==> src/rtl/cordic_pkg.sv <==
// Shared CORDIC constants and arctangent table for the rotation
// and vectoring engines.
package cordic_pkg;

    localparam int DW = 18;
    localparam int IW = 5;

    localparam logic [DW-1:0] ANG_PI      = 18'd131072;
    localparam logic [DW-1:0] ANG_HALF_PI = 18'd65536;
    localparam logic [DW-1:0] MAG_MAX     = 18'h3ffff;
    localparam int            K_Q16       = 107922;

    typedef enum logic {
        MODE_ROT = 1'b0,
        MODE_VEC = 1'b1
    } cordic_mode_t;

    typedef enum logic [1:0] {
        IDLE = 2'd0,
        RUN  = 2'd1,
        DONE = 2'd2
    } vec_state_t;

    // round(atan(2^-i) * 2^18 / (2*pi))
    function automatic logic [DW-1:0] atan_lut(input logic [IW-1:0] i);
        logic [DW-1:0] a;
        case (i)
            5'd0:    a = 18'd32768;
            5'd1:    a = 18'd19344;
            5'd2:    a = 18'd10221;
            5'd3:    a = 18'd5188;
            5'd4:    a = 18'd2604;
            5'd5:    a = 18'd1303;
            5'd6:    a = 18'd652;
            5'd7:    a = 18'd326;
            5'd8:    a = 18'd163;
            5'd9:    a = 18'd81;
            5'd10:   a = 18'd41;
            5'd11:   a = 18'd20;
            5'd12:   a = 18'd10;
            5'd13:   a = 18'd5;
            5'd14:   a = 18'd3;
            5'd15:   a = 18'd1;
            5'd16:   a = 18'd1;
            default: a = '0;
        endcase
        return a;
    endfunction

endpackage

==> src/rtl/cordic_micro_rot.sv <==
// One combinational CORDIC micro-rotation; direction is chosen from
// the sign of y (vectoring) or the sign of z (rotation).
module cordic_micro_rot
    import cordic_pkg::*;
#(
    parameter int W = 24
) (
    input  logic signed [W-1:0]  x,
    input  logic signed [W-1:0]  y,
    input  logic        [DW-1:0] z,
    input  logic        [IW-1:0] i,
    input  cordic_mode_t         mode,
    output logic signed [W-1:0]  x_nxt,
    output logic signed [W-1:0]  y_nxt,
    output logic        [DW-1:0] z_nxt
);

    logic signed [W-1:0] xs;
    logic signed [W-1:0] ys;
    logic        [DW-1:0] a;
    logic                 ccw;

    always_comb begin
        xs  = x >>> i;
        ys  = y >>> i;
        a   = atan_lut(i);
        ccw = (mode == MODE_VEC) ? y[W-1] : ~z[DW-1];
        if (ccw) begin
            x_nxt = x - ys;
            y_nxt = y + xs;
            z_nxt = z - a;
        end else begin
            x_nxt = x + ys;
            y_nxt = y - xs;
            z_nxt = z + a;
        end
    end

endmodule

==> src/rtl/cordic_vec.sv <==
// Iterative vectoring-mode CORDIC: (x0, y0) -> gain-scaled magnitude
// and binary-angle phase, one micro-rotation per clock.
module cordic_vec
    import cordic_pkg::*;
#(
    parameter int ITER  = 16,
    parameter int GUARD = 3
) (
    input  logic                 clk,
    input  logic                 rst,
    input  logic                 start,
    input  logic signed [DW-1:0] x0,
    input  logic signed [DW-1:0] y0,
    output logic                 busy,
    output logic                 done,
    output logic        [DW-1:0] mag,
    output logic        [DW-1:0] zn
);

    // Two bits above sign cover K*sqrt(2) growth of a full-scale corner.
    localparam int            WI   = DW + GUARD + 3;
    localparam logic [IW-1:0] LAST = IW'(ITER - 1);

    vec_state_t state;
    vec_state_t state_nxt;

    logic signed [WI-1:0] x;
    logic signed [WI-1:0] y;
    logic        [DW-1:0] z;
    logic        [IW-1:0] cnt;
    logic                 zero;

    logic signed [WI-1:0] x0e;
    logic signed [WI-1:0] y0e;
    logic signed [WI-1:0] x_cap;
    logic signed [WI-1:0] y_cap;
    logic        [DW-1:0] z_cap;

    logic signed [WI-1:0] x_nxt;
    logic signed [WI-1:0] y_nxt;
    logic        [DW-1:0] z_nxt;
    logic signed [WI-1:0] xm;
    logic        [DW-1:0] mag_sat;

    logic accept;
    logic last;

    assign accept = (state == IDLE) && start;
    assign last   = (state == RUN) && (cnt == LAST);

    // Left half-plane inputs are folded by 180 degrees first.
    always_comb begin
        x0e = {{(WI-DW){x0[DW-1]}}, x0};
        y0e = {{(WI-DW){y0[DW-1]}}, y0};
        if (x0[DW-1]) begin
            x_cap = (-x0e) <<< GUARD;
            y_cap = (-y0e) <<< GUARD;
            z_cap = ANG_PI;
        end else begin
            x_cap = x0e <<< GUARD;
            y_cap = y0e <<< GUARD;
            z_cap = '0;
        end
    end

    cordic_micro_rot #(
        .W(WI)
    ) u_rot (
        .x     (x),
        .y     (y),
        .z     (z),
        .i     (cnt),
        .mode  (MODE_VEC),
        .x_nxt (x_nxt),
        .y_nxt (y_nxt),
        .z_nxt (z_nxt)
    );

    always_comb begin
        xm = x_nxt >>> GUARD;
        if (zero || xm[WI-1]) begin
            mag_sat = '0;
        end else if (|xm[WI-2:DW]) begin
            mag_sat = MAG_MAX;
        end else begin
            mag_sat = xm[DW-1:0];
        end
    end

    always_ff @(posedge clk or posedge rst) begin
        if (rst) begin
            state <= IDLE;
        end else begin
            state <= state_nxt;
        end
    end

    always_comb begin
        state_nxt = state;
        unique case (state)
            IDLE:    if (start) state_nxt = RUN;
            RUN:     if (cnt == LAST) state_nxt = DONE;
            DONE:    state_nxt = IDLE;
            default: state_nxt = IDLE;
        endcase
    end

    always_comb begin
        busy = (state != IDLE);
        done = (state == DONE);
    end

    always_ff @(posedge clk or posedge rst) begin
        if (rst) begin
            x    <= '0;
            y    <= '0;
            z    <= '0;
            cnt  <= '0;
            zero <= 1'b0;
            mag  <= '0;
            zn   <= '0;
        end else if (accept) begin
            x    <= x_cap;
            y    <= y_cap;
            z    <= z_cap;
            cnt  <= '0;
            zero <= (x0 == '0) && (y0 == '0);
        end else if (state == RUN) begin
            x   <= x_nxt;
            y   <= y_nxt;
            z   <= z_nxt;
            cnt <= cnt + 1'b1;
            if (last) begin
                mag <= mag_sat;
                zn  <= zero ? '0 : z_nxt;
            end
        end
    end

endmodule

==> config.mk <==
export PLATFORM = sky130hd
export DESIGN_NAME = cordic_vec
export DESIGN_NICKNAME = d
export VERILOG_FILES = /design/src/rtl/cordic_pkg.sv /design/src/rtl/cordic_micro_rot.sv /design/src/rtl/cordic_vec.sv
export SDC_FILE = /design/constraint.sdc
export NUM_CORES = 1
export LEC_CHECK = 0
export ABC_AREA = 1
export BUFFER_PORTS_ARGS = -buffer_cell sky130_fd_sc_hd__buf_2
export CORE_MARGIN = 2
export CORE_UTILIZATION = 64
export CTS_CLUSTER_SIZE = 30
export DETAILED_ROUTE_END_ITERATION = 10
export GPL_TIMING_DRIVEN = 0
export HOLD_SLACK_MARGIN = 0.08
export PLACE_DENSITY = 0.9
export SYNTH_ARGS = -nofsm -noshare
export SYNTH_HDL_FRONTEND = slang
export SYNTH_HIERARCHICAL = 1
export SYNTH_SLANG_ARGS = --single-unit
==> constraint.sdc <==
create_clock -name clk -period 4.8 [get_ports clk]
set_clock_uncertainty 0.15 [all_clocks]
set_input_delay 0.24 -clock clk [delete_from_list [all_inputs] [get_ports clk]]
set_output_delay 0.24 -clock clk [all_outputs]
set_load 0.01 [all_outputs]
==> impl_summary.txt <==
----------------------------------------------------
[Setup path]
  Cell depth of the worst flop-to-flop path ... 24
  Crit-path max cell delay ... 480 ps
  Path length in cells of the critical path ... 24
  Minimum setup slack among reg-to-reg paths ... -10 ps
  Launching point of the worst reg2reg path ... cnt[1]
  Origin of the worst setup path ... cnt[1]
  Worst setup path end ... mag[0]
  CP max-delay cell ... sky130_fd_sc_hd__dfrtp_2
  Crit path top cell by count ... sky130_fd_sc_hd__a21oi_1
  Crit start category ... flop
  Critical-path cell list ... inv_2 -> buf_2 -> nand3_1 -> nand3_1 -> nand2_1 -> a21oi_1 -> nand3_2 -> nor2_2 -> nand2_1 -> nor2_4 -> inv_2 -> o21ai_2 -> xor2_1 -> ha_2 -> a21oi_1 -> o21ai_0 -> a21oi_1 -> o211ai_1 -> xor2_1 -> nor2_2 -> nand2_4 -> buf_8 -> nor2_4 -> o21ai_1
  Nature of the critical path endpoint ... flop
  Crit path buffers/inverters ... 4
  Setup Crit Path Kind ... flop to flop
  Endpoint of the lowest-slack register-to-register path ... mag[0]
  Maximum fanout along the worst path ... 10
  Required time reported for the critical path endpoint ... 4910 ps
  Data arrival at the endpoint of the critical path ... 4920 ps
  Critical path's top delay family ... simple AND/OR/NAND/NOR gates

[GRT]
  Number of antenna violations at the first check in global routing ... 0
  Via count of the first global-routing pass ... 14200
  Global Route met1 Usage ... 0.565
  Pin count of the biggest net entering global routing ... 71
  Most used routing layer in global routing ... met2
  Total GRT Usage ... 0.440
  Global-route met2 utilization ... 0.659
  Met3 layer usage reported by global route ... 0.114
  Global-route wire length before repair ... 74.5 mm
  Overflow after GRT ... 0

[Layout]
  Net total in the final layout ... 2358
  P&R area growth vs syn ... 15.1%
  Post-route non-filler standard cell count ... 2504
  Number of antenna cells inserted ... 0
  Layout cell share with drive strength beyond 1 ... 0.148

[Hold path]
  Worst Hold Class ... input pin to flop

[STA]
  Share of the clock period used by the worst path after layout ... 1.00
  Transition time of the tightest slew-check pin ... 713 ps
  # setup viols final ... 1
  RSZ-0062 raised after global routing ... yes
  Max Transition Viols Final ... 0
  Final hold violation count ... 0
  Crit path time final ... 4810 ps
  Maximum clock rate ... 208 MHz
  Headroom to the max-slew limit ... 0.525
  Worst Setup Slack, final ... -14.7 ps

[Clock network]
  Number of buffers between clock root and the deepest sink ... 2
  TritonCTS Buffers ... 9
  H-tree Lvls ... 3
  Root cell of the clock tree ... sky130_fd_sc_hd__clkbuf_16
  TritonCTS clock tree ... built
  Clock edge transition at the registers on the reported setup and hold paths ... 90 ps
  Number of clock sinks ... 110
  Clock latency reported for the late side of the worst-skew pair ... 370 ps

[Die]
  Area of the core region ... 19700 um^2
  Number of core rows ... 51
  Io pins ... 77
  Effective utilization at floorplan ... 0.657
  Total Die Area ... 21300 um^2
  Die height ... 146 um
  Die X ... 146 um

[Placed design]
  Sum of net half-perimeters after detailed placement ... 38.4 mm
  Placer Congestion ... 1.14
  Number of buffer cells added on primary ports ... 76
  Total instance count after detailed placement ... 2452

[Detailed routing]
  Routed vias/inst ... 6.31
  Number of design rule violations left after detail routing ... 0
  Wirelength, routed ... 50.3 mm
  Routed length per placed instance ... 20.1 um
  Via count ... 15800
  Detailed Routing Iterations Pass 1 ... 8
  Starting DRC count in detailed routing ... 2093
  ANT nets after route ... 0

[Synthesis]
  Multiplexer area fraction after synthesis ... 0
  Total standard cell area after synthesis ... 12900 um^2
  Ys Warns ... 6
  Count of cell types in the netlist ... 58
  XOR/XNOR Fraction of Synth Area ... 0.0760
  Ys async rst share ... 1.00
  Top FF cell, synth ... sky130_fd_sc_hd__dfrtp_1
  Arithmetic-cell share of the synthesized area counting full adders, half adders and majority gates ... 0.0841
  Instance count of the mapped netlist ... 2109
  Area fraction in compound gates after synthesis ... 0.148
  Flip-flop and latch count after synthesis ... 110
  Commonest cells in the synthesized netlist ... 712 x sky130_fd_sc_hd__nand2_1, 229 x sky130_fd_sc_hd__nand3_1, 177 x sky130_fd_sc_hd__nor2_1, 168 x sky130_fd_sc_hd__inv_1, 154 x sky130_fd_sc_hd__o21ai_0
  Sequential share of the synthesized area ... 0.213
  Avg Cell Area, Syn ... 6.12 um^2
  Largest family of logic cells by synthesized area ... simple AND/OR/NAND/NOR gates
  Yosys top cell by area ... sky130_fd_sc_hd__dfrtp_1
  Cell with the most instances after synthesis ... sky130_fd_sc_hd__nand2_1
  Number of synthesized flops with an enable pin ... 0
  Synth area leaders ... sky130_fd_sc_hd__dfrtp_1 21%, sky130_fd_sc_hd__nand2_1 21%, sky130_fd_sc_hd__nand3_1 8.9%
  Share of the synthesized area in the top cell type ... 0.213
  Area share of and/or/nand/nor cells after synthesis ... 0.393

[Run]
  Max-Cap Viols ... 0

[Status]
  Failing checks ... negative setup slack
  Run status ... finished, violations left

----------------------------------------------------
layout by cell type, fill, tap and decap left out, types with 70 or more instances in the layout:
cell / count
sky130_fd_sc_hd__a21oi_1: 71
sky130_fd_sc_hd__nor2_1: 160
sky130_fd_sc_hd__inv_1: 166
sky130_fd_sc_hd__xor2_1: 77
sky130_fd_sc_hd__o21ai_0: 139
sky130_fd_sc_hd__buf_2: 103
sky130_fd_sc_hd__nand3_1: 225
sky130_fd_sc_hd__ha_1: 70
sky130_fd_sc_hd__nand2_1: 698
sky130_fd_sc_hd__dfrtp_1: 106
kinds of logic (layout without fill, tap and decap cells):
logic type               count (synthesis)  count (layout)
AO/OA/AOI/OAI                          341             341
other                                    1               2
XOR/XNOR                               112             112
buffers and inverters                  259             388
adder cells (fa/ha/maj)                 85              85
flip-flops                             110             110
AND/OR/NAND/NOR                       1201            1201
stage by stage:
stage                      util  setup slack (ps)  TNS [ps]  hold slack [ps]  cell area (um^2)
after detailed placement  0.695              -788    -11950              187             13700
after floorplan               -               541         0              234             12900
after global routing      0.756              -182     -2990              109             14900
after global placement    0.693              -778    -11500              315             13600
after CTS                 0.721             -9.33     -17.4             85.1             14200
final                     0.756             -14.7     -14.7             93.8             14900
worst min-delay path by stage:
stage | start | endpoint | slack [ps] | cells past startpoint
finish | x0[0] | x[3] | 90 | 3
global route | y0[11] | y[14] | 110 | 5
CTS | x0[6] | x[9] | 90 | 5
detailed placement | rst | y[11] | 190 | 2
global placement | x[23] | x[23] | 310 | 2
floorplan | y0[10] | y[13] | 230 | 2
worst register-to-register path, delay by kind of cell (launching register included):
kind,cells,cell delay [ps]
DFF,1,480
AOI/OAI and AO/OA,7,1220
and+or+nand+nor,10,1360
buffers and inverters,4,630
xor gates and xnor gates,2,470
adders and majority gates,1,380
state kept, by name, summed over array words and instances, names as in the netlist:
signal,cells
x,24
y,24
mag,18
z,18
zn,18
cnt,5
state,2
zero,1
per-layer routing:
metal  up-vias  wire [um]
li1       7169          -
met3       301       6920
met2      1177      21000
met1      7153      18300
met4         0       4120
met5         -          0
area by class of cell:
cell class              count  area [um^2]
well taps                 265          332
flip-flops and latches    110         2760
clock buffers               9          225
multi-input cells        1741         9570
clock inverters             7         93.8
inverters                 179          679
plain buffers              79          502
fillers                  1592         4790
repair buffers            114          703
repair_timing:
action,in CTS,in global routing
hold buffers,8,0
setup endpoints to repair,37,46
cloned,0,1
setup buffers,2,26
hold endpoints to repair,47,0
gates resized for setup,39,134
pin swaps,3,46
Power is not shown: default switching activity piles up to over one toggle a cycle in this logic, so the estimate is an artifact.
